**src/rtl/imem_sync_prog_if.sv**
```systemverilog
// Fetch and programming bus for the synchronous instruction memory.
// The fetch stage and the loader drive the master side; the memory drives the slave side.
interface imem_sync_prog_if #(
   parameter int unsigned DATA_W = 16,
   parameter int unsigned ADDR_W = 8
);
   logic              fetch_req;
   logic [ADDR_W-1:0] fetch_addr;
   logic [DATA_W-1:0] instr;
   logic              instr_valid;
   logic              addr_err;
   logic              prog_we;
   logic [ADDR_W-1:0] prog_addr;
   logic [DATA_W-1:0] prog_data;
   logic              ready;

   modport master (
      output fetch_req, fetch_addr, prog_we, prog_addr, prog_data,
      input  instr, instr_valid, addr_err, ready
   );

   modport slave (
      input  fetch_req, fetch_addr, prog_we, prog_addr, prog_data,
      output instr, instr_valid, addr_err, ready
   );
endinterface

```
**src/rtl/imem_sync_prog.sv**
```systemverilog
// Runtime-programmable instruction memory with a registered 1-cycle fetch port.
// After reset a clear sequence fills every word with NOP_WORD before the ports open.
module imem_sync_prog #(
   parameter int unsigned       DATA_W     = 16,
   parameter int unsigned       ADDR_W     = 8,
   parameter int unsigned       DEPTH      = 256,
   parameter logic [DATA_W-1:0] NOP_WORD   = 16'h0000,
   parameter int unsigned       INIT_CLEAR = 1
) (
   input  logic              clk,
   input  logic              rst,
   imem_sync_prog_if.slave   bus
);
   localparam int unsigned IdxW = (DEPTH > 1) ? $clog2(DEPTH) : 1;
   localparam logic [ADDR_W:0] DepthW  = (ADDR_W + 1)'(DEPTH);
   localparam logic [ADDR_W:0] LastCnt = (ADDR_W + 1)'(DEPTH - 1);

   typedef enum logic {StClear, StReady} state_e;
   localparam state_e RstState = (INIT_CLEAR != 0) ? StClear : StReady;

   state_e            state_q, state_d;
   logic [ADDR_W:0]   clr_cnt_q, clr_cnt_d;
   logic [DATA_W-1:0] instr_q, instr_d;
   logic              instr_valid_q, addr_err_q;

   logic [DATA_W-1:0] mem [DEPTH];

   logic              ready, clr_we;
   logic              fetch_acc, fetch_in_range;
   logic              prog_acc;
   logic              mem_we;
   logic [IdxW-1:0]   mem_waddr;
   logic [DATA_W-1:0] mem_wdata;

   // State register
   always_ff @(posedge clk or posedge rst) begin
      if (rst) begin
         state_q   <= RstState;
         clr_cnt_q <= '0;
      end else begin
         state_q   <= state_d;
         clr_cnt_q <= clr_cnt_d;
      end
   end

   // Next-state logic
   always_comb begin
      state_d   = state_q;
      clr_cnt_d = clr_cnt_q;
      if (state_q == StClear) begin
         clr_cnt_d = clr_cnt_q + 1'b1;
         if (clr_cnt_q == LastCnt) state_d = StReady;
      end
   end

   // FSM outputs
   always_comb begin
      ready  = 1'b0;
      clr_we = 1'b0;
      unique case (state_q)
         StClear: clr_we = 1'b1;
         StReady: ready  = 1'b1;
         default: ;
      endcase
   end

   assign fetch_acc      = bus.fetch_req & ready;
   assign fetch_in_range = {1'b0, bus.fetch_addr} < DepthW;
   assign prog_acc       = bus.prog_we & ready & ({1'b0, bus.prog_addr} < DepthW);

   // Single write port shared by the clear sequence and the programming port
   always_comb begin
      mem_we    = 1'b0;
      mem_waddr = bus.prog_addr[IdxW-1:0];
      mem_wdata = bus.prog_data;
      if (clr_we) begin
         mem_we    = 1'b1;
         mem_waddr = clr_cnt_q[IdxW-1:0];
         mem_wdata = NOP_WORD;
      end else if (prog_acc) begin
         mem_we = 1'b1;
      end
   end

   always_ff @(posedge clk) begin
      if (mem_we) mem[mem_waddr] <= mem_wdata;
   end

   always_comb begin
      instr_d = instr_q;
      if (fetch_acc) instr_d = fetch_in_range ? mem[bus.fetch_addr[IdxW-1:0]] : NOP_WORD;
   end

   // Read samples the old word, so a same-cycle write to the fetched address is not seen
   always_ff @(posedge clk or posedge rst) begin
      if (rst) begin
         instr_q       <= NOP_WORD;
         instr_valid_q <= 1'b0;
         addr_err_q    <= 1'b0;
      end else begin
         instr_q       <= instr_d;
         instr_valid_q <= fetch_acc;
         addr_err_q    <= fetch_acc & ~fetch_in_range;
      end
   end

   assign bus.instr       = instr_q;
   assign bus.instr_valid = instr_valid_q;
   assign bus.addr_err    = addr_err_q;
   assign bus.ready       = ready;
endmodule

```
**src/flat_wrapper.sv**
```systemverilog
// flat-port wrapper written by rule: the top's interface ports become plain ports
module imem_sync_prog_flat 
#(
   parameter int unsigned       DATA_W     = 16,
   parameter int unsigned       ADDR_W     = 8,
   parameter int unsigned       DEPTH      = 256,
   parameter logic [DATA_W-1:0] NOP_WORD   = 16'h0000,
   parameter int unsigned       INIT_CLEAR = 1
)
  (clk, rst, bus_fetch_req, bus_fetch_addr, bus_prog_we, bus_prog_addr, bus_prog_data, bus_instr, bus_instr_valid, bus_addr_err, bus_ready);
  imem_sync_prog_if #(.DATA_W(DATA_W), .ADDR_W(ADDR_W)) bus_i ();
  input  logic clk;
  input  logic rst;
  input wire logic [$bits(bus_i.fetch_req)-1:0] bus_fetch_req;
  input wire logic [$bits(bus_i.fetch_addr)-1:0] bus_fetch_addr;
  input wire logic [$bits(bus_i.prog_we)-1:0] bus_prog_we;
  input wire logic [$bits(bus_i.prog_addr)-1:0] bus_prog_addr;
  input wire logic [$bits(bus_i.prog_data)-1:0] bus_prog_data;
  output wire logic [$bits(bus_i.instr)-1:0] bus_instr;
  output wire logic [$bits(bus_i.instr_valid)-1:0] bus_instr_valid;
  output wire logic [$bits(bus_i.addr_err)-1:0] bus_addr_err;
  output wire logic [$bits(bus_i.ready)-1:0] bus_ready;
  assign bus_i.fetch_req = bus_fetch_req;
  assign bus_i.fetch_addr = bus_fetch_addr;
  assign bus_i.prog_we = bus_prog_we;
  assign bus_i.prog_addr = bus_prog_addr;
  assign bus_i.prog_data = bus_prog_data;
  assign bus_instr = bus_i.instr;
  assign bus_instr_valid = bus_i.instr_valid;
  assign bus_addr_err = bus_i.addr_err;
  assign bus_ready = bus_i.ready;
  imem_sync_prog #(.DATA_W(DATA_W), .ADDR_W(ADDR_W), .DEPTH(DEPTH), .NOP_WORD(NOP_WORD), .INIT_CLEAR(INIT_CLEAR)) u_core (.clk(clk), .rst(rst), .bus(bus_i));
endmodule
```
**config.mk**
```make
export PLATFORM = sky130hd
export DESIGN_NAME = imem_sync_prog_flat
export DESIGN_NICKNAME = d
export VERILOG_FILES = /design/src/rtl/imem_sync_prog_if.sv /design/src/rtl/imem_sync_prog.sv /design/src/flat_wrapper.sv
export SDC_FILE = /design/constraint.sdc
export NUM_CORES = 2
export LEC_CHECK = 0
export BUFFER_PORTS_ARGS = -buffer_cell sky130_fd_sc_hd__buf_2
export CORE_MARGIN = 5
export CORE_UTILIZATION = 30
export DETAILED_ROUTE_END_ITERATION = 10
export SKIP_LAST_GASP = 1
export SLEW_MARGIN = 0
export SYNTH_ARGS = -nofsm -noshare
export SYNTH_HDL_FRONTEND = slang
export SYNTH_SLANG_ARGS = --single-unit
export TNS_END_PERCENT = 100
```
**constraint.sdc**
```tcl
create_clock -name clk -period 6.23 [get_ports clk]
set_input_delay 0.623 -clock clk [delete_from_list [all_inputs] [get_ports clk]]
set_output_delay 0.623 -clock clk [all_outputs]
set_load 0.1 [all_outputs]
```
**Word-level counts from Yosys, hierarchy flattened**

Memory sizes are Yosys's and may differ from the RTL's. A register that Yosys moved wholly into a read port is not among the register bits.
Index checks and enable logic that the tools add are counted.
W data, S select, Z words.

- Memories: 1
- Output and inout port bits: 19
- RAM bits: 4,096
- Bits in registers: 11
- Bits of input ports: 36
- Word-level logic and storage cells: 17

- Bitwise gates (word level): 2
- Multiplexer cells: 9
- Equal/unequal tests: 1
- Add/sub/neg operators: 1

Memory list:

| name | words | width | read ports | clocked after memory_dff | write ports | line | RTL |
|---|---|---|---|---|---|---|---|
| u_core.mem | 256 | 16 | 1 | 1 | 1 | imem_sync_prog.sv:26 | `logic [DATA_W-1:0] mem [DEPTH];` |

Operator list:

| kind | count |
|---|---|
| $mux W16 | 1 |
| $add A9 B1 Y9 const B | 1 |
| $eq A9 B8 Y1 const B | 1 |
| $mux W8 | 1 |
| $mux W1 | 7 |
| $and A1 B1 Y1 | 2 |

**Logic depth before layout (Yosys ltp)**

- Depth after elaboration: 6
- Depth in mapped cells: 12
- Depth with buffers taken out: 6

**Worst setup path after synthesis**

Ideal clock, no wire load.

- Path kind: register to register
- From: register u_core.state_q
- To: memory u_core.mem[0][0], data pin
- Cell stages (with the launch flop): 5
- Period minus slack after synthesis: 5.978 ns
- Arrival: 5.112 ns
- Setup slack: 0.252 ns
- Path buffers: 3
- Data required time: 5.363 ns
- Setup time: 0.867 ns
- Path through: dfrtp_1 clkbuf_1 clkbuf_1 clkbuf_1 and2_1

- Word-level cells in the longest chain between the ends: 1

Ends and longest elaborated chain:

| element | line | RTL |
|---|---|---|
| from (decl) | imem_sync_prog.sv:21 | `state_e state_q, state_d;` |
| from (signal assigned) | imem_sync_prog.sv:38 | `state_q <= RstState;` |
| from (signal assigned) | imem_sync_prog.sv:41 | `state_q <= state_d;` |
| $mux W16 | imem_sync_prog.sv:76 | `if (clr_we) begin` |
| named net u_core.mem_wdata[0] | imem_sync_prog.sv:33 | `logic [DATA_W-1:0] mem_wdata;` |
| to (decl) | imem_sync_prog.sv:26 |  |

The timed path passes the listed nets, and every way through them passes these cells.

==> Implementation_results.wiki <==
{| class="wikitable"
! Metric !! Value
|-
| Final routed wirelength across all metal layers || 449 mm
|-
| CTS Root Buffer Type || sky130_fd_sc_hd__clkbuf_16
|-
| Post-Route Skew || 93.3 ps
|-
| Top-level port count || 55
|-
| Post-synth ARST share || 0.655%
|-
| Min Clock Period, post-route || 4130 ps
|-
| Dominant combinational cell family by area after synthesis || multiplexers
|-
| Clock tree from TritonCTS || built
|-
| Unique masters post-synth || about 70
|-
| Required time worst endpoint || 7090 ps
|-
| Post-Synth Adder-Cell Area || 0.0157%
|-
| Die height || roughly 740 um
|-
| FF-to-FF path depth || 6
|-
| Reg2Reg Setup Slack || 2130 ps
|-
| Share of cells above drive strength 1 || 24.3%
|-
| Type of the most critical hold path || primary input to register
|-
| Pre-antenna DRT Iters || 8
|-
| Mean post-synth cell area || approximately 21 um2
|-
| Layout fillers || 48840
|-
| Overall Global Routing Usage || 15.8%
|-
| Commonest register cell after synthesis || sky130_fd_sc_hd__edfxtp_1
|-
| Leading cell type in the layout, fill and taps excluded || sky130_fd_sc_hd__edfxtp_1
|-
| Antenna Nets Post-Route || 0
|-
| Worst Max-Slew Pin Slew || 1390 ps
|-
| Antenna violations before repair || 33
|-
| Post-placement cell area || 170000 um2
|-
| Synthesized instance count || 7566
|-
| Clock power share || 43.3%
|-
| Category of the worst setup path capture point || register
|-
| Run status || finished, final reports clean
|-
| CP Max Fanout || 56
|-
| Number of max-cap violations || 0
|-
| Number of buffers added to fix hold violations after cts || 1
|-
| Die outline area || 546000 um2
|-
| Rows || 267
|-
| Number of failing setup endpoints in the final timing report || 0
|-
| Pins Over Slew Limit || 0
|-
| Count of H-tree levels built during CTS || 5
|-
| Area added between synthesis and finish || 14.7%
|-
| Summed negative setup slack over all endpoints || 0 ps
|-
| Worst setup path category || primary input to register
|-
| Post-synthesis mux area share || 14.6%
|-
| FF-to-FF Start || u_core.state_q$_DFF_PP0_
|-
| Clk pin slew, worst setup/hold paths || approximately 60 ps
|-
| Unrepaired setup endpoints after global routing || false
|-
| Synthesized cell area || around 160000 um2
|-
| Floorplan Core Area || 529000 um2
|-
| Launching element of the worst setup path || bus_fetch_addr[2]
|-
| Post-route DRC violation count || 0
|-
| Seq. cell area || 124000 um2
|-
| Kind of start point of the critical path || primary input
|-
| Detailed-route vias per instance || 5.29
|-
| Total of buffers placed on input and output ports || 53
|-
| Remaining Overflow, GRT || 0
|-
| Worst hold margin || ~90 ps
|-
| Number of nets at the end of the flow || about 8000
|-
| Final non-filler cell area || 183000 um2
|-
| Register bit count reported by yosys || 4123
|-
| Power density cells || 304 nW/um2
|-
| Nets in the synthesized netlist || roughly 7600
|-
| Initial core utilization || a little under a third
|-
| Maximum clock frequency || 0.242 GHz
|-
| Sequential cell area fraction in the yosys report || approximately 78%
|-
| X dimension of the die || 739 um
|-
| Internal Pwr Total || 44.1 mW
|-
| Via count of the first global-routing pass || roughly 81000
|-
| Share of total power in combinational logic || 2.7%
|-
| Complex-gate fraction of the synthesized area || 3.88%
|-
| Capturing instance or port of the critical path || u_core.bus.instr[10]$_DFFE_PP0P_
|-
| Xor and xnor area share after synthesis || 0.0385%
|-
| DR iter-0 viols || about 11000
|-
| Final critical-path share of the clock period || 66.3%
|-
| Maximum number of pins on one net before global-route repair || roughly 190
|-
| Half-perimeter wire length after detailed placement || 271 mm
|-
| Reg2Reg Capture Point || u_core.mem[5][11]$_DFFE_PP_
|-
| Number of vias in the routed layout || 81257
|-
| Leakage power of the design || 47.3 nW
|-
| Resize count post-CTS || 0
|-
| Peak supply drop || 0.232 mV
|-
| Number of CTS-inserted buffers || 397
|-
| Yosys synthesis warning count || 0
|-
| Highest-count cells in the layout ignoring fill and taps || 4096 x sky130_fd_sc_hd__edfxtp_1, 725 x sky130_fd_sc_hd__mux4_2, 539 x sky130_fd_sc_hd__mux2i_1
|-
| Tightest slew margin relative to the limit || 6.54%
|-
| Last weighted congestion value of the routability-driven placer || 0.856
|-
| Maximum buffer depth of the clock tree || 4
|-
| Multi-input combinational cell area || 32900 um2
|-
| Reg power frac || 54.0%
|-
| Net switching power figure || 11.4 mW
|-
| Total number of clock tree sinks || 4123
|-
| Average detailed-routed wire length per instance || 29.2 um
|-
| Later-pin clock latency in the skew report || 1000 ps
|-
| Area share of and/or/nand/nor cells after synthesis || 1.98%
|-
| Switching fraction of total power || between 20% and 30%
|-
| Worst EP arrival || 5000 ps
|-
| Number of enable-type register cells in the synthesized netlist || 4096
|-
| Count of final hold-check violations || 0
|-
| First-pass GRT wire length || 629 mm
|-
| Number of buffers added for setup after CTS || 0
|}
-- critical path, stage by stage --
cell and delay [ps]:
sky130_fd_sc_hd__clkbuf_8 280, sky130_fd_sc_hd__buf_4 460, sky130_fd_sc_hd__nand2b_4 570, sky130_fd_sc_hd__buf_4 470
sky130_fd_sc_hd__o221ai_1 270, sky130_fd_sc_hd__o22ai_1 120, sky130_fd_sc_hd__o21ai_0 930, sky130_fd_sc_hd__nand4_1 640
sky130_fd_sc_hd__o211ai_1 360
-- power groups by stage --
stage	Sequential [mW]	Combinational, mW	Clock [mW]
2_1_floorplan	30.6	0.974	0
3_3_place_gp	30.6	1.47	0
3_5_place_dp	30.6	1.48	0
4_1_cts	30.0	1.48	24.4
5_1_grt	30.0	1.54	25.6
6_report	30.0	1.48	24.1
-- final cells by class --
type / instances / share of cell area (%)
Sequential cell: 4123 / 67.6
Multi-Input combinational cell: 2960 / 18.0
Tap cell: 6994 / 4.79
Clock inverter: 251 / 1.42
Timing Repair Buffer: 525 / 2.43
Clock buffer: 479 / 5.67
Antenna cell: 11 / 0.0151
Inverter: 27 / 0.0582
-- kinds of logic after synthesis --
| family | Yosys count |
|---|---|
| xor gates and xnor gates | 7 |
| buffers and inverters | 483 |
| AOI/OAI and AO/OA | 869 |
| muxes | 1387 |
| and+or+nand+nor | 694 |
| other | 1 |
| adders and majority gates | 2 |
| DFF | 4123 |
-- registers in the layout, indices dropped and copies added, names as in the netlist --
register	count
u_core.mem	4096
u_core.bus.instr	16
u_core.clr_cnt_q	9
u_core.bus.instr_valid	1
u_core.state_q	1
-- worst min-delay path by stage --
stage                                    start                              end  slack [ps]  depth (start not counted)
2_1_floorplan  u_core.clr_cnt_q[8]$_DFFE_PP0N_  u_core.clr_cnt_q[8]$_DFFE_PP0N_         450                          2
3_3_place_gp   u_core.clr_cnt_q[8]$_DFFE_PP0N_  u_core.clr_cnt_q[8]$_DFFE_PP0N_         470                          2
3_5_place_dp   u_core.clr_cnt_q[8]$_DFFE_PP0N_  u_core.clr_cnt_q[8]$_DFFE_PP0N_         480                          2
4_1_cts                       bus_prog_data[3]     u_core.mem[183][3]$_DFFE_PP_          30                          2
5_1_grt                       bus_prog_data[3]     u_core.mem[166][3]$_DFFE_PP_          60                          2
6_report                      bus_prog_data[3]     u_core.mem[166][3]$_DFFE_PP_          90                          2
-- metal layers --
metal / track usage (%) / vias to the layer above / part of all wire (%)
li1: - / 32764 / -
met1: 21.9 / 43399 / 40
met2: 25.0 / 4422 / 47
met3: 3.47 / 660 / 10
met4: 4.94 / 12 / 3.3
met5: 0 / - / 0.017
-- cell usage after synthesis, types with 109 or more instances --
library cell	instances	area share, %
sky130_fd_sc_hd__nor2_1	295	0.69
sky130_fd_sc_hd__a22oi_1	115	0.54
sky130_fd_sc_hd__nand2_1	153	0.36
sky130_fd_sc_hd__clkbuf_1	162	0.38
sky130_fd_sc_hd__a21oi_1	123	0.39
sky130_fd_sc_hd__o22ai_1	182	0.71
sky130_fd_sc_hd__edfxtp_1	4096	77
sky130_fd_sc_hd__o221ai_1	175	0.96
sky130_fd_sc_hd__mux2i_1	539	3.4
sky130_fd_sc_hd__mux4_2	725	10
sky130_fd_sc_hd__mux2_2	117	0.83
sky130_fd_sc_hd__buf_2	109	0.34
-- per-stage QoR --
stage | std cells | util [%] | setup slack, ps | total power, mW
2_1_floorplan | 7566 | - | 252 | 31.6
3_3_place_gp | 14625 | 32.1 | 1260 | 32.1
3_5_place_dp | 14627 | 32.1 | 1280 | 32.1
4_1_cts | 15358 | 34.5 | 2090 | 55.9
5_1_grt | 15360 | 34.5 | 1920 | 57.1
6_report | 15370 | 34.6 | 2100 | 55.6
Power figures use the tool's default switching activity.
